`src/rtl/uart_pkg.sv`:
```
// Shared constants for the UART MMIO controller: register offsets,
// STATUS/CTRL bit positions, the reset baud divisor and the TX FSM states.
package uart_pkg;

    // Register offsets relative to the block base address
    localparam logic [31:0] OFF_DATA   = 32'h0000_0000;
    localparam logic [31:0] OFF_STATUS = 32'h0000_0004;
    localparam logic [31:0] OFF_CTRL   = 32'h0000_0008;

    // STATUS register bit positions
    localparam int ST_TX_FULL   = 0;
    localparam int ST_TX_EMPTY  = 1;
    localparam int ST_RX_AVAIL  = 2;
    localparam int ST_RX_FULL   = 3;
    localparam int ST_RX_OVF    = 4;
    localparam int ST_FRAME_ERR = 5;
    localparam int ST_TX_BUSY   = 6;
    localparam int ST_TX_OVF    = 7;

    // CTRL register field positions
    localparam int CTRL_DIV_LSB   = 0;
    localparam int CTRL_DIV_MSB   = 15;
    localparam int CTRL_TX_EN     = 16;
    localparam int CTRL_RX_IRQ_EN = 17;

    // Bit-period divisor after reset: 100 MHz clock, 5208 ns bit
    localparam logic [15:0] DIV_RESET_DEFAULT = 16'd521;

    // Transmit handshake FSM
    typedef enum logic {
        TX_IDLE = 1'b0,
        TX_SEND = 1'b1
    } tx_state_e;

endpackage

```
`src/rtl/sync_fifo.sv`:
```
// Small synchronous FIFO with a combinational head so the CPU can see the
// oldest entry in the same cycle it pops it. A push into a full FIFO is
// accepted only when a pop happens in the same cycle.
module sync_fifo #(
    parameter int WIDTH = 8,
    parameter int DEPTH = 4
) (
    input  logic             clk,
    input  logic             reset_n,
    input  logic             push,
    input  logic [WIDTH-1:0] din,
    input  logic             pop,
    output logic             full,
    output logic             empty,
    output logic [WIDTH-1:0] head
);

    localparam int          AW       = $clog2(DEPTH);
    localparam logic [AW:0] FULL_CNT = (AW + 1)'(DEPTH);

    logic [WIDTH-1:0] mem_q [DEPTH];
    logic [AW-1:0]    wr_ptr_q;
    logic [AW-1:0]    rd_ptr_q;
    logic [AW:0]      count_q;
    logic             do_push;
    logic             do_pop;

    assign empty   = (count_q == '0);
    assign full    = (count_q == FULL_CNT);
    assign head    = mem_q[rd_ptr_q];
    assign do_pop  = pop && !empty;
    assign do_push = push && (!full || do_pop);

    // Storage array; contents need no reset because count gates visibility
    always_ff @(posedge clk) begin
        if (do_push) begin
            mem_q[wr_ptr_q] <= din;
        end
    end

    // Pointers wrap naturally since DEPTH is a power of two
    always_ff @(posedge clk or negedge reset_n) begin
        if (!reset_n) begin
            wr_ptr_q <= '0;
            rd_ptr_q <= '0;
            count_q  <= '0;
        end else begin
            if (do_push) wr_ptr_q <= wr_ptr_q + 1'b1;
            if (do_pop)  rd_ptr_q <= rd_ptr_q + 1'b1;
            case ({do_push, do_pop})
                2'b10:   count_q <= count_q + 1'b1;
                2'b01:   count_q <= count_q - 1'b1;
                default: count_q <= count_q;
            endcase
        end
    end

endmodule

```
`src/rtl/uart_mmio_ctrl.sv`:
```
// Memory-mapped UART controller: CPU-facing DATA/STATUS/CTRL registers,
// TX and RX byte FIFOs, a two-state TX handshake FSM and a level IRQ.
module uart_mmio_ctrl
    import uart_pkg::*;
#(
    parameter int          FIFO_DEPTH = 4,
    parameter logic [15:0] DIV_RESET  = DIV_RESET_DEFAULT,
    parameter logic [31:0] BASE       = 32'h0000_2000
) (
    input  logic        clk,
    input  logic        reset_n,
    input  logic        we,
    input  logic        re,
    input  logic [31:0] addr,
    input  logic [31:0] wdata,
    output logic [31:0] rdata,
    output logic [7:0]  tx_data,
    output logic        tx_valid,
    input  logic        tx_ready,
    input  logic [7:0]  rx_data,
    input  logic        rx_valid,
    input  logic        rx_frame_err,
    output logic [15:0] baud_div,
    output logic        irq
);

    tx_state_e   state_q, state_d;
    logic [15:0] baud_div_q;
    logic        tx_en_q, rx_irq_en_q;
    logic        rx_ovf_q, frame_err_q, tx_ovf_q, irq_q;

    logic        sel_data, sel_status, sel_ctrl;
    logic        wr_data, wr_status, wr_ctrl, rd_data;
    logic        tx_push, tx_pop, tx_full, tx_empty;
    logic        rx_push, rx_pop, rx_full, rx_empty;
    logic [7:0]  tx_head, rx_head;
    logic        tx_ovf_set, rx_ovf_set;
    logic [7:0]  status;
    logic        unused_wdata;

    assign sel_data   = (addr == BASE + OFF_DATA);
    assign sel_status = (addr == BASE + OFF_STATUS);
    assign sel_ctrl   = (addr == BASE + OFF_CTRL);
    assign wr_data    = we && sel_data;
    assign wr_status  = we && sel_status;
    assign wr_ctrl    = we && sel_ctrl;
    assign rd_data    = re && sel_data;

    // Only the low 18 bits of store data map to any register field
    assign unused_wdata = ^wdata[31:18];

    assign tx_push = wr_data;
    assign tx_pop  = (state_q == TX_SEND) && tx_ready;
    assign rx_push = rx_valid && !rx_frame_err;
    assign rx_pop  = rd_data;

    // A pop in the same cycle frees the slot, so only a true drop is flagged
    assign tx_ovf_set = tx_push && tx_full && !tx_pop;
    assign rx_ovf_set = rx_push && rx_full && !rx_pop;

    sync_fifo #(.WIDTH(8), .DEPTH(FIFO_DEPTH)) u_tx_fifo (
        .clk     (clk),
        .reset_n (reset_n),
        .push    (tx_push),
        .din     (wdata[7:0]),
        .pop     (tx_pop),
        .full    (tx_full),
        .empty   (tx_empty),
        .head    (tx_head)
    );

    sync_fifo #(.WIDTH(8), .DEPTH(FIFO_DEPTH)) u_rx_fifo (
        .clk     (clk),
        .reset_n (reset_n),
        .push    (rx_push),
        .din     (rx_data),
        .pop     (rx_pop),
        .full    (rx_full),
        .empty   (rx_empty),
        .head    (rx_head)
    );

    // Assemble STATUS from live FIFO flags and sticky error bits
    always_comb begin
        status               = '0;
        status[ST_TX_FULL]   = tx_full;
        status[ST_TX_EMPTY]  = tx_empty;
        status[ST_RX_AVAIL]  = !rx_empty;
        status[ST_RX_FULL]   = rx_full;
        status[ST_RX_OVF]    = rx_ovf_q;
        status[ST_FRAME_ERR] = frame_err_q;
        status[ST_TX_BUSY]   = (state_q != TX_IDLE);
        status[ST_TX_OVF]    = tx_ovf_q;
    end

    // Combinational load data; unmapped addresses read as zero
    always_comb begin
        rdata = '0;
        if (sel_data) begin
            rdata = rx_empty ? 32'h0 : {24'h0, rx_head};
        end else if (sel_status) begin
            rdata = {24'h0, status};
        end else if (sel_ctrl) begin
            rdata = {14'h0, rx_irq_en_q, tx_en_q, baud_div_q};
        end
    end

    // TX FSM next state: start only when enabled, finish only on handshake
    always_comb begin
        state_d = state_q;
        case (state_q)
            TX_IDLE: if (tx_en_q && !tx_empty) state_d = TX_SEND;
            TX_SEND: if (tx_ready)             state_d = TX_IDLE;
            default: state_d = TX_IDLE;
        endcase
    end

    // TX FSM state register
    always_ff @(posedge clk or negedge reset_n) begin
        if (!reset_n) state_q <= TX_IDLE;
        else          state_q <= state_d;
    end

    // Control fields, sticky flags and the registered interrupt
    always_ff @(posedge clk or negedge reset_n) begin
        if (!reset_n) begin
            baud_div_q  <= DIV_RESET;
            tx_en_q     <= 1'b1;
            rx_irq_en_q <= 1'b0;
            rx_ovf_q    <= 1'b0;
            frame_err_q <= 1'b0;
            tx_ovf_q    <= 1'b0;
            irq_q       <= 1'b0;
        end else begin
            if (wr_ctrl) begin
                // A zero divisor would stall the serializer, so it is ignored
                if (wdata[CTRL_DIV_MSB:CTRL_DIV_LSB] != 16'h0)
                    baud_div_q <= wdata[CTRL_DIV_MSB:CTRL_DIV_LSB];
                tx_en_q     <= wdata[CTRL_TX_EN];
                rx_irq_en_q <= wdata[CTRL_RX_IRQ_EN];
            end
            // Set has priority over a same-cycle write-one-to-clear
            if (rx_ovf_set)                         rx_ovf_q <= 1'b1;
            else if (wr_status && wdata[ST_RX_OVF]) rx_ovf_q <= 1'b0;
            if (rx_frame_err)                          frame_err_q <= 1'b1;
            else if (wr_status && wdata[ST_FRAME_ERR]) frame_err_q <= 1'b0;
            if (tx_ovf_set)                         tx_ovf_q <= 1'b1;
            else if (wr_status && wdata[ST_TX_OVF]) tx_ovf_q <= 1'b0;
            irq_q <= (rx_irq_en_q && !rx_empty) || rx_ovf_q || frame_err_q;
        end
    end

    assign tx_valid = (state_q == TX_SEND);
    assign tx_data  = tx_valid ? tx_head : 8'h00;
    assign baud_div = baud_div_q;
    assign irq      = irq_q;

endmodule

```
`config.mk`:
```
export PLATFORM = sky130hd
export DESIGN_NAME = uart_mmio_ctrl
export DESIGN_NICKNAME = d
export VERILOG_FILES = /design/src/rtl/uart_pkg.sv /design/src/rtl/sync_fifo.sv /design/src/rtl/uart_mmio_ctrl.sv
export SDC_FILE = /design/constraint.sdc
export NUM_CORES = 1
export LEC_CHECK = 0
export ABC_AREA = 1
export CAP_MARGIN = 20
export CORE_UTILIZATION = 52
export CTS_CLUSTER_DIAMETER = 100
export DETAILED_ROUTE_END_ITERATION = 12
export PLACE_DENSITY_LB_ADDON = 0.3
export SLEW_MARGIN = 25
export SYNTH_ARGS = -nofsm -noshare
export SYNTH_HDL_FRONTEND = slang
export SYNTH_SLANG_ARGS = --single-unit
```
`constraint.sdc`:
```
create_clock -name clk -period 5.6 [get_ports clk]
set_input_delay 1.12 -clock clk [delete_from_list [all_inputs] [get_ports clk]]
set_output_delay 1.12 -clock clk [all_outputs]
set_load 0.03 [all_outputs]
```
### Yosys cells after proc, flatten, opt, wreduce, memory -nomap -nowiden

Memories as Yosys holds them, arrays and structs flattened.
Index checks and enable logic that the tools add are counted.

* input bits: 79
* latch bits: 0
* memories kept: 2
* bits in writable memories: 64
* register bits after elaboration: 37
* logic and storage cells: 93
* bits in read-only memories: 0

* bitwise operators: 1
* shift operators: 0
* muxes and demuxes: 20
* $lt $le $gt $ge: 0
* multipliers: 0
* div/mod/pow operators: 0
* add/subtract/negate cells: 8
* eq/ne operators: 9
* reduce and logical (&&, ||, !) cells: 39

Memories
* u_rx_fifo.mem_q: depth 4, bits a word 8, rd ports 1, clocked after Yosys merged registers in 0, wr ports 1, RTL line sync_fifo.sv:21 `logic [WIDTH-1:0] mem_q [DEPTH];`
* u_tx_fifo.mem_q: depth 4, bits a word 8, rd ports 1, clocked after Yosys merged registers in 0, wr ports 1, RTL line sync_fifo.sv:21

Operators by type and width (number)
* 32-bit by 14-bit equality test with 1-bit output (second input constant): 3
* 18-bit 2-to-1 mux: 3
* 1-bit logical AND: 19
* 8-bit 2-to-1 mux: 2
* 16-bit nonzero test: 1
* 1-bit 2-to-1 mux: 12
* 3-bit case mux with 2 select lines: 2
* 2-bit nonzero test: 5
* 2-bit by 1-bit adder with 2-bit output (second input constant): 4
* 1-bit zero test: 7
* 3-bit by 1-bit adder with 3-bit output (second input constant): 2
* 3-bit equality test (second input constant): 2
* 3-bit zero test: 2
* 3-bit by 1-bit subtractor with 3-bit output (second input constant): 2
* 2-bit by 1-bit equality test with 1-bit output (second input constant): 2
* 2-bit equality test (second input constant): 2
* 1-bit logical OR: 4
* 1-bit case mux with 2 select lines: 1
* 2-bit AND reduction: 1
* 1-bit inverter: 1

### Logic depth before layout (Yosys ltp)

* depth after elaboration: 7
* mapped depth: 15

### Cells and area by module

A second synthesis with hierarchy kept.

* cells, all modules: 601
* area, all modules: 5288.8 um^2

Modules (own cells, without submodules)
* uart_mmio_ctrl: area an instance 1950.6 um^2, cells each 322, times used 1
* sync_fifo (u_rx_fifo): area an instance 1702.9 um^2, cells each 148, times used 1
* sync_fifo (u_tx_fifo): area an instance 1635.3 um^2, cells each 131, times used 1

### Worst setup path after synthesis

Ideal clock, no wire load.

* path type: input port to output port
* start point: input port addr[31]
* end point: output port rdata[17]
* data required time: 4480 ps
* buffers on the path: 1
* slack: 1984 ps
* stages on the path: 8
* arrival: 2496 ps
* cells stage by stage: nor2_1 nand2_1 nor2_2 nand2_2 nor2_2 buf_6 inv_2 nor3_1

* word-level cells in the longest chain between the ends: 4
* elaborated cells on any way between the ends: 6

RTL lines
* from (decl): RTL line uart_mmio_ctrl.sv:14 `input logic [31:0] addr,`
* 32-bit by 14-bit equality test with 1-bit output: RTL line uart_mmio_ctrl.sv:43 `assign sel_ctrl = (addr == BASE + OFF_CTRL);`
* 18-bit 2-to-1 mux: RTL line uart_mmio_ctrl.sv:103 `end else if (sel_ctrl) begin`
* 18-bit 2-to-1 mux: RTL line uart_mmio_ctrl.sv:101 `end else if (sel_status) begin`
* 18-bit 2-to-1 mux *: RTL line uart_mmio_ctrl.sv:99 `if (sel_data) begin`
* to (decl): RTL line uart_mmio_ctrl.sv:16 `output logic [31:0] rdata,`

Every way passes the cells marked *; elsewhere a longest branch is shown, timed or not.

### Worst setup path in the final report

* start point: input port addr[13]
* end point: output port rdata[16]

The elaborated chain is that of the path after synthesis.

==> results.py <==
metrics = {
    "sta": {
        "fmax_ghz": 0.210,
        "post-route-period-util": 0.852,
        "finalSetupViolCount": 0,
        "timing.final.hold_violations": 0,
        "maxSlewViolCount": 0,
        "tightest_slew_ps": 882,
        "setup_tns_ps": 0,
        "fin_crit_ps": 4770,
        "rsz0062_at_grt": "false",
        "clock_skew_ps": 15.1,
        "setup_ws_ps": 828,
        "slew_headroom": 0.412,
    },
    "global_route": {
        "grt_pass1_wl_um": 17000,
        "grt_max_degree": 38,
        "grt_usage": 0.234,
        "antenna_found_initial": 0,
        "grt-ovfl-total": 0,
        "grt_pass1_vias": 3574,
    },
    "floorplan": {
        "ios": 137,
        "rows": 34,
        "fp.dieW_um": 97.7,
        "die_height_um": 97.7,
        "dieArea_mm2": 0.00955,
        "core_region_area_mm2": 0.00881,
        "initial_core_util": 0.541,
    },
    "cts": {
        "clockBufferDepth": 2,
        "cts_hold_buf": 0,
        "cts_buffers": 9,
        "tritoncts": "built",
        "cts_resized": 0,
        "cts_setup_buffers": 0,
        "root_buffer": "clkbuf_8",
        "htreeDepth": 3,
        "path_clk_slew_ps": 110,
        "clk_latency_ps": 370,
        "clock-sinks": 101,
    },
    "route": {
        "firstDrtPassIters": 9,
        "routedWlPerCell_um": 15.1,
        "vias": 3629,
        "routed_wl_um": 10600,
        "drt_iter0_drc": 210,
        "via_per_inst": 5.18,
        "drcViolationCount": 10,
        "ant_nets": 0,
    },
    "finish": {
        "antenna_cells": 0,
        "drive_above_1_share": 0.0642,
        "fin_cells": 700,
        "final_cell_mix": "clkdlybuf4s50_1 (107), nand2_1 (91), nor2_1 (75), edfxtp_1 (64), inv_1 (49)",
        "layout_commonest_cell": "clkdlybuf4s50_1",
        "final_util": 0.685,
        "nets": 677,
        "syn_to_final_growth_pct": 26.6,
    },
    "setup_path": {
        "required_ps": 4480,
        "worstSetupPathType": "primary input to primary output",
        "critPathCaptureType": "primary output",
        "crit_path_top_delay_cell": "clkdlybuf4s50_1",
        "worstPathArrival_ps": 3650,
        "cp_max_fo": 11,
        "worstPathCellList": "clkdlybuf4s50_1 -> inv_1 -> nor2_1 -> nand2_1 -> nor2_2 -> nand3_1 -> nor2_2 -> inv_2 -> nor2_1 -> clkdlybuf4s50_1",
        "critical_path.max_stage_delay_ps": 700,
        "critPathLaunchType": "primary input",
        "path_delay_family": "buffers and inverters",
        "path_buf_inv": 4,
    },
    "logic_synthesis": {
        "yosysWarnings": 0,
        "seq_area_frac_synth": 0.599,
        "syn_inst": 483,
        "avgSynthCellArea_um2": 9.87,
        "synth-seq-cells": 101,
        "ys_types": 35,
        "synth_area_mm2": 0.00477,
        "synthTopCellsByArea": "edfxtp_1 (40%), dfrtp_1 (17%), nand2_1 (7.2%)",
        "yosysTopAreaCellShare": 0.403,
        "yosys.area.top_type": "edfxtp_1",
    },
    "run_status": {
        "outcome": "finished with violations",
        "violations": "design-rule violations",
    },
    "pwr": {
        "power_uw": 1570,
        "cellLeakagePower_uw": 0.00232,
        "irDropWorstVdd_mv": 0.168,
        "powerDensity_mw_per_mm2": 260,
    },
    "placement": {
        "portBuffers": 108,
        "dpl.hpwl_um": 7630,
        "post-place-ws_ps": 811,
        "gp_congestion": 0.754,
        "placedCellCount": 684,
    },
    "min_path": {
        "min_path_type": "flop to flop",
    },
    "flow_run": {
        "maxCapViolCount": 0,
    },
}
==> cells by family after synthesis <==
group | Yosys count | share of synthesized area
AOI/OAI and AO/OA | 75 | 0.0906
buffers and inverters | 83 | 0.0811
and+or+nand+nor | 203 | 0.179
adders and majority gates | 11 | 0.0320
xor gates and xnor gates | 8 | 0.0147
DFF | 101 | 0.599
other | 1 | 0.000787
muxes | 1 | 0.00315
==> power breakdown <==
part	switching (uW)	internal, uW	total [uW]
combinational	150	98.1	248
clock	262	169	432
sequential	40.8	847	888
==> metal layers <==
| layer | GRT usage | wire (um) | vias up |
|---|---|---|---|
| li1 | - | - | 1772 |
| met1 | 0.288 | 4270 | 1692 |
| met2 | 0.406 | 5390 | 148 |
| met3 | 0.0544 | 714 | 17 |
| met4 | 0.0816 | 187 | 0 |
| met5 | 0 | 0 | - |
==> state kept, by name, indices dropped and copies added, names as in the netlist, 2 cells and up <==
signal and count:
baud_div 16, u_tx_fifo.count_q 3, u_rx_fifo.wr_ptr_q 2, u_tx_fifo.mem_q 32, u_rx_fifo.rd_ptr_q 2, u_rx_fifo.count_q 3, u_tx_fifo.rd_ptr_q 2, u_tx_fifo.wr_ptr_q 2
u_rx_fifo.mem_q 32
==> area by class of cell <==
class	instances	area, um^2
inverters	54	203
repair buffers	109	1080
multi-input cells	312	1580
clock buffers	10	128
clock inverters	6	55.1
well taps	108	135
fillers	645	2770
flip-flops and latches	101	2850
==> final timing paths <==
check / start / end / slack (ps) / cells past startpoint
setup / recovery: addr[13] / rdata[16] / 830 / 10
hold / removal: baud_div[3]$_DFFE_PN1P_ / baud_div[3]$_DFFE_PN1P_ / 490 / 2
setup reg to reg: u_tx_fifo.count_q[0]$_DFFE_PN0P_ / u_tx_fifo.count_q[2]$_DFFE_PN0P_ / 3410 / 9
hold reg to reg: baud_div[3]$_DFFE_PN1P_ / baud_div[3]$_DFFE_PN1P_ / 490 / 2
max in group asynchronous: reset_n / baud_div[7]$_DFFE_PN0P_ / 4180 / 1
min in group asynchronous: reset_n / u_rx_fifo.wr_ptr_q[0]$_DFFE_PN0P_ / 860 / 1
==> stage by stage <==
stage	instance area, um^2	hold WS, ps
4_1_cts	6030	496
2_1_floorplan	4810	452
5_1_grt	6030	524
3_3_place_gp	5850	474
3_5_place_dp	5850	479
6_report	6030	492
==> tightest hold or removal path, delay by kind of cell (launching register included) <==
kind | cells | cell delay [ps]
and+or+nand+nor | 1 | 50
DFF | 1 | 390
AOI/OAI and AO/OA | 1 | 50
==> Yosys cell counts, drive strengths merged <==
cell    number
nand2       96
nor2        82
edfxtp      64
inv         51
o21ai       40
dfrtp       33
buf         27
a21oi       19
nand3       12
ha           9
a32o         7
o211ai       7
xor2         7
nor3         6
dfstp        4
nor4         4
clkinv       3
clkbuf       2
fa           2
nand4        2
conb         1
mux2         1
nand3b       1
o22ai        1
o31ai        1
xnor2        1
Power figures use the tool's default switching activity.
